**src/rtl/mul_seq_pkg.sv**
```systemverilog
// Shared definitions for the sequential 8x8 multiplier controller.
//   - operand / nibble / product widths
//   - controller state encoding
//   - partial-product shift amount per state
package mul_seq_pkg;

    localparam int W_OP   = 8;
    localparam int W_NIB  = 4;
    localparam int W_PROD = 16;
    localparam int W_PP   = 2 * W_NIB;

    localparam logic [3:0] SHIFT_P0 = 4'd0;
    localparam logic [3:0] SHIFT_P1 = 4'd4;
    localparam logic [3:0] SHIFT_P2 = 4'd4;
    localparam logic [3:0] SHIFT_P3 = 4'd8;

    typedef enum logic [2:0] {
        IDLE = 3'd0,
        P0   = 3'd1,
        P1   = 3'd2,
        P2   = 3'd3,
        P3   = 3'd4,
        DONE = 3'd5
    } state_t;

    // Left shift applied to the extended partial product in each state.
    function automatic logic [3:0] shift_of(input state_t s);
        logic [3:0] sh;
        sh = 4'd0;
        case (s)
            P0:      sh = SHIFT_P0;
            P1:      sh = SHIFT_P1;
            P2:      sh = SHIFT_P2;
            P3:      sh = SHIFT_P3;
            default: sh = 4'd0;
        endcase
        return sh;
    endfunction

endpackage

```
**src/rtl/mul4x4_core.sv**
```systemverilog
// Combinational 4x4 multiplier with independent signedness per operand.
// Ports:
//   a, b          in   4-bit operands
//   a_signed      in   1 = a is two's complement, 0 = unsigned
//   b_signed      in   1 = b is two's complement, 0 = unsigned
//   product       out  8-bit product (two's complement when either flag set)
module mul4x4_core
    import mul_seq_pkg::*;
(
    input  logic [W_NIB-1:0] a,
    input  logic [W_NIB-1:0] b,
    input  logic             a_signed,
    input  logic             b_signed,
    output logic [W_PP-1:0]  product
);

    logic [W_PP-1:0] a_ext;
    logic [W_PP-1:0] b_ext;

    // Extending both operands to the full product width makes the low
    // W_PP bits of a plain multiply correct for every sign combination;
    // the largest magnitudes (15*15, -8*15) still fit in 8 bits.
    assign a_ext   = {{(W_PP-W_NIB){a_signed & a[W_NIB-1]}}, a};
    assign b_ext   = {{(W_PP-W_NIB){b_signed & b[W_NIB-1]}}, b};
    assign product = a_ext * b_ext;

endmodule

```
**src/rtl/mul8x8_seq_ctrl.sv**
```systemverilog
// Sequential 8x8 signed/unsigned multiplier built around one shared 4x4
// core. Four partial-product cycles (P0..P3) are accumulated into a 16-bit
// sum; the result register updates only at the end of P3.
//
// state | meaning
// IDLE  | waiting for start
// P0    | aL*bL, unsigned, <<0
// P1    | aH*bL, aH signed in signed mode, <<4
// P2    | aL*bH, bH signed in signed mode, <<4
// P3    | aH*bH, both signed in signed mode, <<8, load product
// DONE  | one-cycle done pulse; start here chains straight into P0
//
// Ports:
//   clk          in   system clock, rising edge
//   rst_n        in   synchronous active-low reset
//   start        in   request, honoured only in IDLE or DONE
//   signed_mode  in   1 = two's complement operands, 0 = unsigned
//   a, b         in   8-bit operands, latched on accepted start
//   busy         out  high in P0..P3
//   done         out  high in DONE
//   product      out  16-bit result register
module mul8x8_seq_ctrl
    import mul_seq_pkg::*;
(
    input  logic              clk,
    input  logic              rst_n,
    input  logic              start,
    input  logic              signed_mode,
    input  logic [W_OP-1:0]   a,
    input  logic [W_OP-1:0]   b,
    output logic              busy,
    output logic              done,
    output logic [W_PROD-1:0] product
);

    state_t              state;
    state_t              state_nxt;
    logic [W_OP-1:0]     a_lat;
    logic [W_OP-1:0]     b_lat;
    logic                mode_lat;
    logic [W_PROD-1:0]   acc;
    logic [W_PROD-1:0]   product_r;

    logic [W_NIB-1:0]    core_a;
    logic [W_NIB-1:0]    core_b;
    logic                core_a_signed;
    logic                core_b_signed;
    logic [W_PP-1:0]     core_pp;

    logic                accept;
    logic                ext_sign;
    logic [3:0]          shift;
    logic [W_PROD-1:0]   pp_ext;
    logic [W_PROD-1:0]   term;
    logic [W_PROD-1:0]   acc_sum;

    mul4x4_core u_core (
        .a        (core_a),
        .b        (core_b),
        .a_signed (core_a_signed),
        .b_signed (core_b_signed),
        .product  (core_pp)
    );

    always_comb begin
        state_nxt     = state;
        core_a        = '0;
        core_b        = '0;
        core_a_signed = 1'b0;
        core_b_signed = 1'b0;
        ext_sign      = 1'b0;
        case (state)
            IDLE: begin
                if (start) state_nxt = P0;
            end
            P0: begin
                core_a    = a_lat[W_NIB-1:0];
                core_b    = b_lat[W_NIB-1:0];
                state_nxt = P1;
            end
            P1: begin
                core_a        = a_lat[W_OP-1:W_NIB];
                core_b        = b_lat[W_NIB-1:0];
                core_a_signed = mode_lat;
                ext_sign      = mode_lat;
                state_nxt     = P2;
            end
            P2: begin
                core_a        = a_lat[W_NIB-1:0];
                core_b        = b_lat[W_OP-1:W_NIB];
                core_b_signed = mode_lat;
                ext_sign      = mode_lat;
                state_nxt     = P3;
            end
            P3: begin
                core_a        = a_lat[W_OP-1:W_NIB];
                core_b        = b_lat[W_OP-1:W_NIB];
                core_a_signed = mode_lat;
                core_b_signed = mode_lat;
                ext_sign      = mode_lat;
                state_nxt     = DONE;
            end
            DONE: begin
                state_nxt = start ? P0 : IDLE;
            end
            default: state_nxt = IDLE;
        endcase
    end

    // P0 is always a non-negative product, so it is zero-extended even in
    // signed mode; the other terms carry the sign of their signed nibble(s).
    assign shift   = shift_of(state);
    assign pp_ext  = ext_sign ? {{(W_PROD-W_PP){core_pp[W_PP-1]}}, core_pp}
                              : {{(W_PROD-W_PP){1'b0}}, core_pp};
    assign term    = pp_ext << shift;
    assign acc_sum = acc + term;

    assign accept  = start && ((state == IDLE) || (state == DONE));
    assign busy    = (state == P0) || (state == P1) || (state == P2) || (state == P3);
    assign done    = (state == DONE);
    assign product = product_r;

    always_ff @(posedge clk) begin
        if (!rst_n) begin
            state     <= IDLE;
            a_lat     <= '0;
            b_lat     <= '0;
            mode_lat  <= 1'b0;
            acc       <= '0;
            product_r <= '0;
        end else begin
            state <= state_nxt;
            if (accept) begin
                a_lat    <= a;
                b_lat    <= b;
                mode_lat <= signed_mode;
                acc      <= '0;
            end else if (busy) begin
                acc <= acc_sum;
            end
            if (state == P3) begin
                product_r <= acc_sum;
            end
        end
    end

endmodule
```
**config.mk**
```make
export PLATFORM = sky130hd
export DESIGN_NAME = mul8x8_seq_ctrl
export DESIGN_NICKNAME = d
export VERILOG_FILES = /design/src/rtl/mul_seq_pkg.sv /design/src/rtl/mul4x4_core.sv /design/src/rtl/mul8x8_seq_ctrl.sv
export SDC_FILE = /design/constraint.sdc
export NUM_CORES = 1
export LEC_CHECK = 0
export BUFFER_PORTS_ARGS = -buffer_cell sky130_fd_sc_hd__buf_2
export CORE_ASPECT_RATIO = 0.8
export CORE_MARGIN = 5
export CORE_UTILIZATION = 54
export CTS_CLUSTER_DIAMETER = 100
export DETAILED_ROUTE_END_ITERATION = 7
export GPL_TIMING_DRIVEN = 1
export PLACE_DENSITY = 0.86
export SYNTH_ARGS = -nofsm -noshare
export SYNTH_HDL_FRONTEND = slang
export SYNTH_SLANG_ARGS = --single-unit
```
**constraint.sdc**
```tcl
create_clock -name clk -period 6.1 [get_ports clk]
set_input_delay 0.61 -clock clk [delete_from_list [all_inputs] [get_ports clk]]
set_output_delay 0.61 -clock clk [all_outputs]
set_load 0.01 [all_outputs]
```
==> results.yml <==
sta:
  hold_viol: 0
  worst_slack_ps: 24.1
  worst_slew_margin_rel_pct: 39.9
  drv_slew: 0
  rsz0062_at_grt: "true"
  whs_ps: 456
  max_freq_mhz: 165
  finalCritPeriodShare_pct: 99.6
  finalSetupViolations: 0
  worst_pin_slew_ps: 899
  clock_skew_ps: 9.19
  fin_crit_ps: 6080
global_route:
  grt_pass1_wl_mm: 17.5
  grt_use_met1_pct: 30.1
  grt_start_max_net_pins: 37
  grt_use_total_pct: 22.9
  grt_util_met3_pct: 4.06
  grt_pass1_vias: 3752
  grt.met2_usage_pct: 38.3
  grt-ovfl-total: 0
  grt-busiest-layer: "met2"
  grt_antenna_before_repair: 0
detailed_routing:
  wirelength_mm: 11.3
  drt_iter0_drc: 421
  postRouteAntennaNets: 0
  avgViaCountPerCell: 6.17
  first_pass_iters: 5
  vias: 3979
  wl_per_cell_um: 17.6
  drc: 0
logic_synthesis:
  synth_ff_type: "dfxtp_1"
  yosys_warnings: 0
  synth_cell_types: 60
  synth_edf_count: 0
  ys_seq_area_share_pct: 26.8
  avgSynthCellArea_um2: 7.98
  syn_nets: 547
  synth_area_um2: 3890
  ys_async_sr_fraction_pct: 0
  syn_inst: 487
  yosys_register_bits: 52
final_layout:
  nets: 617
  fill_cells: 498
  drive_gt1_share_pct: 24.4
  mostFrequentLayoutCell: "nand2_1"
  areaGrowthSynthToFinish_pct: 22.6
  num_antenna_cells: 0
  final_cells: 645
  final_cell_mix: "nand2_1, nor2_1, dfxtp_1"
  fin_util_pct: 68.4
clocking:
  clkSinkCount: 52
  cts_root_buffer: "clkbuf_8"
  h-tree-depth: 2
  cts.path.max_buffers: 2
  cts_tree: "built"
  cts_buffers: 5
  hold_buffers: 0
  clkLatencyLatePin_ps: 320
  clkTransAtPathRegs_ps: 100
setup_path:
  end_kind: "register"
  crit_fanout: 8
  cp.required_ps: 6280
  path_class: "register to register"
  cp-start-kind: "register"
  slowest_stage: "fa_1"
  arrival_ps: 6250
  crit_top_cell: "fa_1"
  crit_chain: "buf_12, nor3b_4, a21oi_2, or2_4, fa_1, fa_1, fa_1, fa_2, nand2b_4, a21oi_4, xnor2_2, o21a_1, or2_1, buf_4, o21ai_1, ha_1, buf_4, a21oi_1, o21ai_1, a31o_2, or3_1, nand3_1, a21oi_1"
  max_stage_delay_ps: 580
die:
  die_y_um: 85.9
  start_util_pct: 55.8
  coreArea_um2: 6960
  die_area_um2: 9000
  die_w_um: 105
  num_io_pins: 38
  rows: 27
placed_design:
  dp_cells: 622
  place.gp.congestion: 0.967
  place_ws_ps: -322
  portBuffers: 37
  place_hpwl_mm: 7.29
min_path:
  hp-class: "register to register"
outcome:
  outcome: "finished, final reports clean"
pwr:
  power.density_nw_per_um2: 176
  p_leak_nw: 2.08
  vdd_ir_drop_max_uv: 110
run:
  drv_cap: 0
stage by stage:
stage / TNS (ps) / power, mW / instance area, µm²
finish: 0 / 0.837 / 4760
global route: -1010 / 0.876 / 4760
CTS: -14.2 / 0.811 / 4520
detailed placement: -940 / 0.555 / 4340
global placement: 0 / 0.550 / 4340
floorplan: 0 / 0.496 / 3890
worst max-delay path, delay by kind of cell (launching register included):
family          cells  cell delay [ps]
simple gates        6             1570
flops               1              380
buf+inv             3              470
compound gates      8             1210
fa+ha+maj           5             2200
xor+xnor            1              100
state kept, by name, summed over array words and instances, names as in the netlist:
signal / cells
acc: 16
product: 16
a_lat: 8
b_lat: 8
state: 3
mode_lat: 1
per-layer routing:
layer | share of wire, % | vias to the layer above | wire [µm]
met5 | 0 | - | 0
met4 | 3.8 | 0 | 427
met3 | 7.8 | 54 | 884
met2 | 48 | 226 | 5390
met1 | 41 | 1860 | 4620
li1 | - | 1839 | -
logic make-up (layout without fill, tap and decap cells):
kind of cell | Yosys count | after routing | synth area share [%]
compound gates | 113 | 113 | 19.1
xor+xnor | 17 | 17 | 4.19
fa+ha+maj | 40 | 40 | 15.4
buf+inv | 53 | 124 | 6.08
flops | 52 | 52 | 26.8
mux | 18 | 18 | 4.64
simple gates | 194 | 194 | 23.8
area by class of cell:
type	count	area (µm²)	share of cell area, %
sequential	52	1050	22.0
clock inverter	2	38.8	0.814
tap	87	109	2.29
multi-input combinational	382	2770	58.1
inverter	28	105	2.21
clock buffer	6	82.6	1.73
timing repair buffer	88	612	12.8
report_power, final:
part | total, mW | switching, mW | internal (mW)
sequential | 0.373 | 0.0160 | 0.356
clock | 0.261 | 0.126 | 0.134
combinational | 0.204 | 0.121 | 0.0826
Yosys cell counts, types with 5 or more instances:
cell / n / area [µm²]
nand2_1: 64 / 240
nor2_1: 57 / 214
dfxtp_1: 52 / 1040
a21oi_1: 45 / 225
ha_1: 27 / 338
inv_1: 26 / 97.6
nand3_1: 19 / 95.1
mux2i_1: 18 / 180
o21ai_0: 18 / 90.1
clkbuf_1: 17 / 63.8
fa_1: 13 / 260
and3_1: 10 / 62.6
xnor2_1: 9 / 78.8
nor2b_1: 7 / 43.8
o21a_1: 7 / 52.6
xor2_1: 7 / 61.3
a211oi_1: 6 / 45.0
or3_1: 6 / 37.5
nor4_1: 5 / 31.3
o211ai_1: 5 / 37.5
worst paths after layout:
check,to,from,depth (start not counted),slack [ps]
worst max-delay path,acc[12],state[0],23,20
worst min-delay path,product[4],product[4],2,460
worst max register to register,acc[12],state[0],23,20
worst min register to register,product[4],product[4],2,460
repair_timing:
action,CTS,global route
gates resized for setup,14,27
pin swaps,5,33
setup buffers,2,12
gates cloned,0,1
endpoints found under the setup margin,9,12
(Power assumes the default switching activity.)
